[config.mk]
export PLATFORM = sky130hd
export DESIGN_NAME = cdru
export DESIGN_NICKNAME = d
export VERILOG_FILES = /design/src/rtl/cdru.sv
export SDC_FILE = /design/constraint.sdc
export NUM_CORES = 1
export LEC_CHECK = 0
export CORE_ASPECT_RATIO = 0.7
export CORE_UTILIZATION = 60
export CTS_CLUSTER_DIAMETER = 150
export DETAILED_ROUTE_END_ITERATION = 8
export DONT_BUFFER_PORTS = 1
export PLACE_DENSITY = 0.78
export SETUP_SLACK_MARGIN = 0.15
export SLEW_MARGIN = 10
export SYNTH_ARGS = -nofsm -noshare
export SYNTH_HDL_FRONTEND = slang
export SYNTH_SLANG_ARGS = --single-unit
[constraint.sdc]
create_clock -name clk -period 2.8 [get_ports clk]
set_input_delay 0.56 -clock clk [delete_from_list [all_inputs] [get_ports clk]]
set_output_delay 0.56 -clock clk [all_outputs]
set_load 0.01 [all_outputs]
[src/rtl/cdru.sv]
// cdru -- Conflict Detection Read Unit.
// One instance per bank. It arbitrates read requests from requesters i, d
// and c. At most one request is granted per cycle, and the grant is
// combinational in the request cycle. The winner drives the bank RAM read
// port. Each issued read is tracked through an RDLAT-deep tag pipeline, so
// the data that returns is flagged to the requester that issued it.
// Saturating starvation counters raise the priority of d or c when a
// higher-priority requester would otherwise lock them out.
//
// Parameters:
//   BANKBITS, WORDBITS  address split; the full address is BANKBITS+WORDBITS bits
//   DATABITS            RAM read data width
//   RDLAT               RAM read latency in cycles, 1..8
//   STARVELIM           consecutive denied cycles before a boost, 1..255
// Ports:
//   clk, rst                     clock; asynchronous active-high reset
//   {i,d,c}_en / _addr / _grnt   requests, addresses, same-cycle grants
//   o_en, o_addr                 RAM read port
//   muxcode                      winner this cycle: 0=i, 1=d, 2=c
//   r_data -> rd_data            RAM read data, passed straight through
//   {i,d,c}_rvalid               rd_data belongs to that requester this cycle

// Starvation counter for one requester. It counts consecutive cycles in
// which the requester asks and is denied, and saturates at LIM. A grant or
// an idle cycle clears it.
module cdru_starve #(
   parameter int LIM = 15
) (
   input  logic clk,
   input  logic rst,
   input  logic en,
   input  logic grnt,
   output logic boost
);
   localparam logic [7:0] LIM8 = 8'(LIM);

   logic [7:0] cnt;

   always_ff @(posedge clk or posedge rst) begin
      if (rst)
         cnt <= '0;
      else if (en && !grnt) begin
         if (cnt != LIM8)
            cnt <= cnt + 8'd1;
      end else
         cnt <= '0;
   end

   assign boost = (cnt == LIM8);
endmodule

module cdru #(
   parameter int BANKBITS  = 5,
   parameter int WORDBITS  = 9,
   parameter int DATABITS  = 32,
   parameter int RDLAT     = 2,
   parameter int STARVELIM = 15
) (
   input  logic                         clk,
   input  logic                         rst,
   input  logic                         i_en,
   input  logic [BANKBITS+WORDBITS-1:0] i_addr,
   output logic                         i_grnt,
   input  logic                         d_en,
   input  logic [BANKBITS+WORDBITS-1:0] d_addr,
   output logic                         d_grnt,
   input  logic                         c_en,
   input  logic [BANKBITS+WORDBITS-1:0] c_addr,
   output logic                         c_grnt,
   output logic                         o_en,
   output logic [BANKBITS+WORDBITS-1:0] o_addr,
   output logic [1:0]                   muxcode,
   input  logic [DATABITS-1:0]          r_data,
   output logic [DATABITS-1:0]          rd_data,
   output logic                         i_rvalid,
   output logic                         d_rvalid,
   output logic                         c_rvalid
);
   typedef enum logic [1:0] {
      W_I = 2'd0,
      W_D = 2'd1,
      W_C = 2'd2
   } win_t;

   win_t win;
   logic d_boost, c_boost;

   cdru_starve #(.LIM(STARVELIM)) u_d_starve (
      .clk(clk), .rst(rst), .en(d_en), .grnt(d_grnt), .boost(d_boost));
   cdru_starve #(.LIM(STARVELIM)) u_c_starve (
      .clk(clk), .rst(rst), .en(c_en), .grnt(c_grnt), .boost(c_boost));

   // A boosted c outranks a boosted d. The fall-through case is c, so when
   // nobody requests, muxcode reads 2 and o_addr shows c_addr (a don't-care).
   always_comb begin
      win = W_C;
      if (c_en && c_boost)      win = W_C;
      else if (d_en && d_boost) win = W_D;
      else if (i_en)            win = W_I;
      else if (d_en)            win = W_D;
      else                      win = W_C;
   end

   always_comb begin
      o_addr = c_addr;
      case (win)
         W_I:     o_addr = i_addr;
         W_D:     o_addr = d_addr;
         default: o_addr = c_addr;
      endcase
   end

   assign muxcode = win;
   assign o_en    = i_en | d_en | c_en;
   assign i_grnt  = i_en && (win == W_I);
   assign d_grnt  = d_en && (win == W_D);
   assign c_grnt  = c_en && (win == W_C);

   // Return tag pipeline. Stage k holds the {valid, code} of the read that
   // was issued k cycles ago. Reset clears it, so reads in flight at reset
   // are dropped silently.
   logic [RDLAT:1]      vld_pipe;
   logic [RDLAT:1][1:0] code_pipe;

   always_ff @(posedge clk or posedge rst) begin
      if (rst) begin
         vld_pipe  <= '0;
         code_pipe <= '0;
      end else begin
         vld_pipe[1]  <= o_en;
         code_pipe[1] <= muxcode;
         for (int k = 2; k <= RDLAT; k++) begin
            vld_pipe[k]  <= vld_pipe[k-1];
            code_pipe[k] <= code_pipe[k-1];
         end
      end
   end

   assign i_rvalid = vld_pipe[RDLAT] && (code_pipe[RDLAT] == 2'd0);
   assign d_rvalid = vld_pipe[RDLAT] && (code_pipe[RDLAT] == 2'd1);
   assign c_rvalid = vld_pipe[RDLAT] && (code_pipe[RDLAT] == 2'd2);
   assign rd_data  = r_data;
endmodule
==> run summary, run 1 <==
RUN STATUS
----------------------------------------------------------------------------------------
Outcome                                                                     complete, no violations

SYNTHESIS
----------------------------------------------------------------------------------------
Number of distinct standard cells referenced by the synthesized netlist               31
Synthesized net count                                                                235
Synthesized instance count                                                           154
Mean area per synthesized cell                                                  9.75 um2
Cells taking the most area after synthesis                                  sky130_fd_sc_hd__dfrtp_1, sky130_fd_sc_hd__buf_4, sky130_fd_sc_hd__a221o_1
Portion of synthesized cell area occupied by the leading cell type                 36.7%
Summed instance area of the synthesized netlist                                 1500 um2
Post-synthesis sequential element count                                               22
Synth warnings                                                                         0
Sequential element share of the synthesized area                                   36.7%
Cell taking the most area after synthesis                                   sky130_fd_sc_hd__dfrtp_1

PLACEMENT
----------------------------------------------------------------------------------------
Hpwl dp                                                                          2.70 mm
RD Place Congestion                                                                0.805
Cells after DPL                                                                      155
Number of input and output port buffers inserted                                       0

TIMING
----------------------------------------------------------------------------------------
Final-report hold violation count                                                      0
Slew margin rel.                                                                   46.9%
F_max                                                                            388 MHz
Aggregate negative setup slack                                                      0 ns
Transition at the pin with the smallest max-transition slack                    0.795 ns
RSZ-0062 raised after global routing                                               false
Min Clock Period, post-route                                                     2.58 ns
Finish-stage setup viols                                                               0
Portion of the clock cycle consumed by the worst path in the final layout          92.0%
Setup clock skew after layout                                                 0.00404 ns
Max-slew violations                                                                    0

PWR
----------------------------------------------------------------------------------------
Leak pwr                                                                        0.597 nW
Power per cell area                                                           418 nW/um2
Worst IR Drop VDD                                                                 321 uV

SETUP PATH
----------------------------------------------------------------------------------------
Cell type of the slowest stage on the worst timing path                     sky130_fd_sc_hd__dfrtp_1
Crit path largest cell delay                                                     0.43 ns
Critical path start-end classification                                        reg -> out
Launching element type of the critical path                                    flip-flop
CP most frequent cell                                                       sky130_fd_sc_hd__and3_4
Launch instance of the worst register-to-register path                      u_d_starve.cnt[5]$_DFFE_PP0P_
Sequence of cells on the critical path                                      ha_2, and3_4, and3_4, a311oi_4, buf_2, a221o_1
Category of the worst setup path capture point                              primary output
CP startpoint                                                               u_c_starve.cnt[0]$_DFFE_PP0P_
Worst path required time                                                         2.24 ns
Delay-heaviest family, CP                                                   compound AO/OA/AOI/OAI gates
Maximum fanout encountered on the critical timing path                                 4
Data arrival time of the worst path                                              2.02 ns
Worst Path Buf+Inv                                                                     1

CTS
----------------------------------------------------------------------------------------
CTS tree                                                                             yes
H-tree levels                                                                          1
Clock-pin slew of the registers on the worst-case setup and hold paths           0.12 ns
Number of buffers inserted for hold repair after clock tree synthesis                  0
Clk sink count                                                                        22
Latest clock arrival within the worst-skew pair                                  0.31 ns
Root Buffer                                                                 sky130_fd_sc_hd__clkbuf_4
Total clock buffers created by CTS                                                     3
Clock tree buffer depth                                                                2

GRT
----------------------------------------------------------------------------------------
Antenna violations before repair                                                       0
Via count of the first global-routing pass                                           973
Global-route wire length before repair                                           4.74 mm
Pin count of the biggest net entering global routing                                  23
Gr ovfl total                                                                          0
Total Routing Usage GR                                                             24.6%

FLOW RUN
----------------------------------------------------------------------------------------
Max_cap viols                                                                          0

FINAL LAYOUT
----------------------------------------------------------------------------------------
Net count of the finished layout                                                     215
Layout area overhead                                                              -4.17%
Post-route insts no fill                                                             165
Layout cell share with drive strength beyond 1                                     18.0%
Util after Layout                                                                  63.7%
Count of inserted antenna diode cells                                                  0

FLOORPLANNING
----------------------------------------------------------------------------------------
Total I/O pin count                                                                  134
Die footprint                                                                   2710 um2
Area of the core                                                                2260 um2
Placement row count                                                                   14
Die Ht                                                                           43.9 um
Chip Width                                                                       61.8 um
Initial Util                                                                       66.4%

DETAILED ROUTING
----------------------------------------------------------------------------------------
1st-iter DRT viols                                                                    65
Drt drc                                                                                0
WL/cell                                                                          21.7 um
Vias post-DR                                                                        1067
Via count normalized by instance count                                              6.47
Router iterations before antenna repair                                                4
Antenna viol nets, final                                                               0
Total wire length after detailed routing                                         3.58 mm

MIN PATH
----------------------------------------------------------------------------------------
Type of the tightest min-delay check                                         in -> async

-- cell usage after synthesis (all sizes together) --
cell	number
and3	5
xor2	4
xnor2	6
a31oi	2
o21ai	1
nor3	4
inv	3
buf	34
nand3	5
dfrtp	22
a21oi	3
nand2	6
nand4	1
a221o	14
and3b	2
ha	2
clkbuf	1
nor3b	3
and4	1
nor2b	17
or3	1
nor2	14
a311oi	1
a211oi	1
nor4	1
-- cells by family (layout without fill, tap and decap cells) --
kind of cell	after synthesis	in the layout	synth area share (%)
compound gates	22	22	13.7
xor+xnor	10	10	5.83
fa+ha+maj	2	2	1.67
buf+inv	38	17	18.1
flops	22	22	36.7
simple gates	60	60	24.1
-- report_power, final --
group          total [mW]  internal [mW]  switching [mW]
clock               0.176         0.0794          0.0964
combinational      0.0954         0.0413          0.0541
sequential          0.331          0.325         0.00534
-- sequential cells by signal (all words and copies together) (netlist names) --
name / cells
u_c_starve.cnt: 8
u_d_starve.cnt: 8
code_pipe: 4
vld_pipe: 2
-- placed cells by master (no fill, tap or decap) --
master                     count
sky130_fd_sc_hd__buf_6         2
sky130_fd_sc_hd__xor2_1        4
sky130_fd_sc_hd__or3_1         1
sky130_fd_sc_hd__a21oi_1       2
sky130_fd_sc_hd__nor3b_4       1
sky130_fd_sc_hd__dfrtp_1      22
sky130_fd_sc_hd__clkbuf_8      1
sky130_fd_sc_hd__and3b_1       2
sky130_fd_sc_hd__clkbuf_4      3
sky130_fd_sc_hd__and4_1        1
sky130_fd_sc_hd__nor3_1        4
sky130_fd_sc_hd__nor2b_1      17
sky130_fd_sc_hd__and3_1        2
sky130_fd_sc_hd__buf_2         1
sky130_fd_sc_hd__nand3_1       5
sky130_fd_sc_hd__inv_1         3
sky130_fd_sc_hd__a221o_1      14
sky130_fd_sc_hd__a211oi_1      1
sky130_fd_sc_hd__a31oi_1       1
sky130_fd_sc_hd__nor3b_1       2
sky130_fd_sc_hd__a311oi_4      1
sky130_fd_sc_hd__a31oi_2       1
sky130_fd_sc_hd__nor2_1       14
sky130_fd_sc_hd__nand4_1       1
sky130_fd_sc_hd__a21oi_4       1
sky130_fd_sc_hd__nand2_1       6
sky130_fd_sc_hd__buf_4         6
sky130_fd_sc_hd__o21ai_1       1
sky130_fd_sc_hd__and3_4        3
sky130_fd_sc_hd__xnor2_1       6
sky130_fd_sc_hd__ha_2          2
sky130_fd_sc_hd__buf_12        1
sky130_fd_sc_hd__nor4_4        1
-- routing by layer --
metal	GRT usage, %	wire length, um
met1	32.4	1430
met2	35.1	1670
met3	7.46	304
met4	15.1	174
met5	0	0
-- path summary, 6_finish.rpt --
kind,to,cells after the start,slack (ns)
worst max-delay path,o_addr[6],6,0.22
worst min-delay path,u_d_starve.cnt[7]$_DFFE_PP0P_,1,0.27
worst max register to register,u_d_starve.cnt[2]$_DFFE_PP0P_,6,0.90
worst min register to register,code_pipe[2]$_DFF_PP0_,0,0.36
max in group asynchronous,u_c_starve.cnt[7]$_DFFE_PP0P_,1,2.04
min in group clk,code_pipe[2]$_DFF_PP0_,0,0.36
-- final cells by class --
class | count | area [um2]
Tap cell | 32 | 40.0
Clock buffer | 4 | 36.3
Multi-Input combinational cell | 94 | 708
Inverter | 3 | 11.3
Timing Repair Buffer | 10 | 92.6
Sequential cell | 22 | 551
Fill cell | 177 | 821
-- what timing repair did --
| action | CTS | global route |
|---|---|---|
| gates cloned | 0 | 2 |
| pin swaps | 2 | 3 |
| buffers inserted | 2 | 2 |
| endpoints found under the hold margin | 0 | 0 |
| endpoints found under the setup margin | 15 | 14 |
| gates resized for setup | 2 | 7 |
-- metrics by stage --
step                      power [mW]  hold WS [ns]  instance area (um2)  setup slack [ns]
after floorplan                0.454         0.331                 1500             0.415
after global placement         0.418         0.334                 1310             0.453
after detailed placement       0.420         0.338                 1310             0.370
after CTS                      0.596         0.305                 1380             0.165
after global routing           0.632         0.325                 1440             0.156
final                          0.602         0.272                 1440             0.225
Note: power is estimated with default switching activity, not from simulation.
==> run 2, diff against run 1 <==
- CORE_MARGIN: default -> 5
- CTS_BUF_LIST: default -> sky130_fd_sc_hd__clkbuf_16
==> run 2 against run 1 <==
  * Sequential share of layout area up 0.37 points
  * Clock power up 65%
  * Clock skew down 0.0024 ns
  * Fmax up 0.11%
  * Cell count down 1.8%
  * Design area down 0.96%
  * Combinational power down 7.1%
  * Non-clock buffer count down 5
  * Hold slack better by 0.079 ns
  * Worst setup slack better by 0.0028 ns
  * Wire length down 5.5%
  * Clock-buffer cell count down 1
  * Critical path type unchanged
  * Largest power group unchanged
==> run summary, run 2 (same netlist as run 1, synthesis figures left out) <==
TIMING
----------------------------------------------------------------------------------------
Worst hold-check slack                                                          0.351 ns   +0.0792 ns
Portion of the clock cycle consumed by the worst path in the final layout          91.9%   -0.10 points
Min Clock Period, post-route                                                     2.57 ns   -0.00279 ns
Final-report hold violation count                                                      0   unchanged
Aggregate negative setup slack                                                      0 ns   unchanged
RSZ-0062 raised after global routing                                               false
Transition at the pin with the smallest max-transition slack                    0.794 ns   -0.000904 ns
Finish-stage setup viols                                                               0   unchanged
Max-slew violations                                                                    0   unchanged
F_max                                                                            389 MHz   +0.11%
Final setup margin                                                              0.228 ns   +0.00279 ns
Setup clock skew after layout                                                 0.00168 ns   -0.00236 ns
Slew margin rel.                                                                   47.0%   +0.060 points

SETUP PATH
----------------------------------------------------------------------------------------
Maximum fanout encountered on the critical timing path                                15   +11
Worst path required time                                                         2.24 ns   about the same
CP startpoint                                                               u_c_starve.cnt[0]$_DFFE_PP0P_
CP most frequent cell                                                       sky130_fd_sc_hd__and3_4
Cell type of the slowest stage on the worst timing path                     sky130_fd_sc_hd__dfrtp_1
Critical path start-end classification                                        reg -> out
Crit path largest cell delay                                                     0.40 ns   -0.03 ns
Worst R2R Path Depth                                                                   5   -1
Register-to-register setup slack                                                 1.03 ns   +0.13 ns
End of the worst register-to-register path                                  u_d_starve.cnt[2]$_DFFE_PP0P_
Sequence of cells on the critical path                                      ha_1, and3_4, and3_4, a311oi_2, buf_4, a221o_1
Category of the worst setup path capture point                              primary output
Data arrival time of the worst path                                              2.01 ns   about the same
Launching element type of the critical path                                    flip-flop
Destination of the critical timing path                                        o_addr[7]
Launch instance of the worst register-to-register path                      u_c_starve.cnt[0]$_DFFE_PP0P_

CTS
----------------------------------------------------------------------------------------
Clk sink count                                                                        22   unchanged
Root Buffer                                                                 sky130_fd_sc_hd__clkbuf_16
Clock-pin slew of the registers on the worst-case setup and hold paths           0.05 ns   -0.07 ns
Clock tree buffer depth                                                                2   unchanged
Total clock buffers created by CTS                                                     3   unchanged
Latest clock arrival within the worst-skew pair                                  0.25 ns   -0.06 ns
H-tree levels                                                                          1   unchanged
CTS tree                                                                             yes
Number of buffers inserted for hold repair after clock tree synthesis                  0   unchanged

FLOORPLANNING
----------------------------------------------------------------------------------------
Total I/O pin count                                                                  134   unchanged
Initial Util                                                                       62.0%   -4.4 points
Placement row count                                                                   15   +1
Die footprint                                                                   3620 um2   +34%
Chip Width                                                                       69.8 um   +13%
Die Ht                                                                           51.9 um   +18%
Area of the core                                                                2420 um2   +7.1%

FINAL LAYOUT
----------------------------------------------------------------------------------------
Net count of the finished layout                                                     210   -2.3%
Count of inserted antenna diode cells                                                  0   unchanged
Most used cells in the layout excluding fill and tap cells                  sky130_fd_sc_hd__dfrtp_1, sky130_fd_sc_hd__nor2b_1, sky130_fd_sc_hd__nor2_1, sky130_fd_sc_hd__a221o_1
Largest registers in the final layout                                       u_c_starve.cnt: 8 flops, u_d_starve.cnt: 8 flops, code_pipe: 4 flops
Layout area overhead                                                              -5.08%
Leading cell type in the layout, fill and taps excluded                     sky130_fd_sc_hd__dfrtp_1
Layout cell share with drive strength beyond 1                                     12.5%   -5.5 points
Post-route insts no fill                                                             162   -1.8%

DETAILED ROUTING
----------------------------------------------------------------------------------------
1st-iter DRT viols                                                                    60   -7.7%
Vias post-DR                                                                        1030   -3.5%
Drt drc                                                                                0   unchanged
Total wire length after detailed routing                                         3.39 mm   -5.5%
WL/cell                                                                          20.9 um   -3.8%
Router iterations before antenna repair                                                4   unchanged
Antenna viol nets, final                                                               0   unchanged
Via count normalized by instance count                                              6.36   -1.7%

GRT
----------------------------------------------------------------------------------------
Via count of the first global-routing pass                                           944   -3.0%
Total Routing Usage GR                                                             17.1%   -7.5 points
Global-route wire length before repair                                           4.72 mm   -0.44%
Pin count of the biggest net entering global routing                                  23   unchanged
Gr ovfl total                                                                          0   unchanged
Antenna violations before repair                                                       0   unchanged

PLACEMENT
----------------------------------------------------------------------------------------
Cells after DPL                                                                      157   +1.3%
Number of input and output port buffers inserted                                       0   unchanged
DP Worst Slack                                                                  0.347 ns   -0.0233 ns
Hpwl dp                                                                          2.77 mm   +2.6%
RD Place Congestion                                                                0.790   -1.9%

MIN PATH
----------------------------------------------------------------------------------------
Type of the tightest min-delay check                                         in -> async

FLOW RUN
----------------------------------------------------------------------------------------
Max_cap viols                                                                          0   unchanged

PWR
----------------------------------------------------------------------------------------
Power per cell area                                                           498 nW/um2   +19%
Leak pwr                                                                        0.594 nW   -0.62%
Worst IR Drop VDD                                                                 347 uV   +8.1%
PnR Total Power                                                                 0.710 mW   +18%

RUN STATUS
----------------------------------------------------------------------------------------
Outcome                                                                     complete, no violations

==> run 2: cell count changes in the layout (fill, tap and decap cells not counted), moves of 2 or more <==
cell                        change
sky130_fd_sc_hd__buf_6          -2
sky130_fd_sc_hd__buf_4          -2
sky130_fd_sc_hd__ha_1           +2
sky130_fd_sc_hd__clkbuf_4       -3
sky130_fd_sc_hd__clkbuf_16      +3
sky130_fd_sc_hd__ha_2           -2
==> run 2: where the power goes <==
group | internal (mW) | switching (mW) | leakage (nW) | total [mW]
sequential | 0.326 | 0.00550 | 0.291 | 0.332
combinational | 0.0360 | 0.0526 | 0.264 | 0.0886
clock | 0.190 | 0.100 | 0.0385 | 0.290
total | 0.552 | 0.158 | 0.594 | 0.710
==> run 2: through the flow <==
step                area, um2  util [%]
floorplan                1500         -
global placement         1310      54.3
detailed placement       1310      54.3
CTS                      1410      58.3
global route             1430      58.9
finish                   1430      58.9
==> run 2: area by class of cell <==
class                           count  area (um2)
Fill cell                         207         996
Clock inverter                      1        3.75
Multi-Input combinational cell     94         692
Sequential cell                    22         551
Timing Repair Buffer                5        50.0
Inverter                            3        11.3
Clock buffer                        3        75.1
Tap cell                           34        42.5
==> run 2: how the worst min path moves through the flow <==
stage	end	slack, ns	cells past startpoint
after global placement	code_pipe[3]$_DFF_PP0_	0.33	0
final	u_c_starve.cnt[2]$_DFFE_PP0P_	0.35	1
after CTS	code_pipe[3]$_DFF_PP0_	0.36	0
after global routing	code_pipe[3]$_DFF_PP0_	0.36	0
after floorplan	code_pipe[2]$_DFF_PP0_	0.33	0
after detailed placement	code_pipe[3]$_DFF_PP0_	0.35	0
==> run 2: routing by layer <==
layer / track usage [%] / routed length, um / up-vias
li1: - / - / 459
met1: 23.0 / 1390 / 499
met2: 22.9 / 1600 / 44
met3: 6.76 / 272 / 28
met4: 10.5 / 119 / 0
met5: 0 / 0 / -
==> run 2: what timing repair did <==
action / 4_1_cts / 5_1_grt
setup endpoints to repair: 14 / 14
gates resized for setup: 0 / 3
pin swaps: 1 / 1
buffers inserted: 1 / 0
==> run 2: critical path, delay by kind of cell, from the launching register on <==
family	cells	cell delay (ns)
AOI/OAI and AO/OA	2	0.48
buffers and inverters	1	0.25
adders and majority gates	1	0.23
DFF	1	0.40
and+or+nand+nor	2	0.40
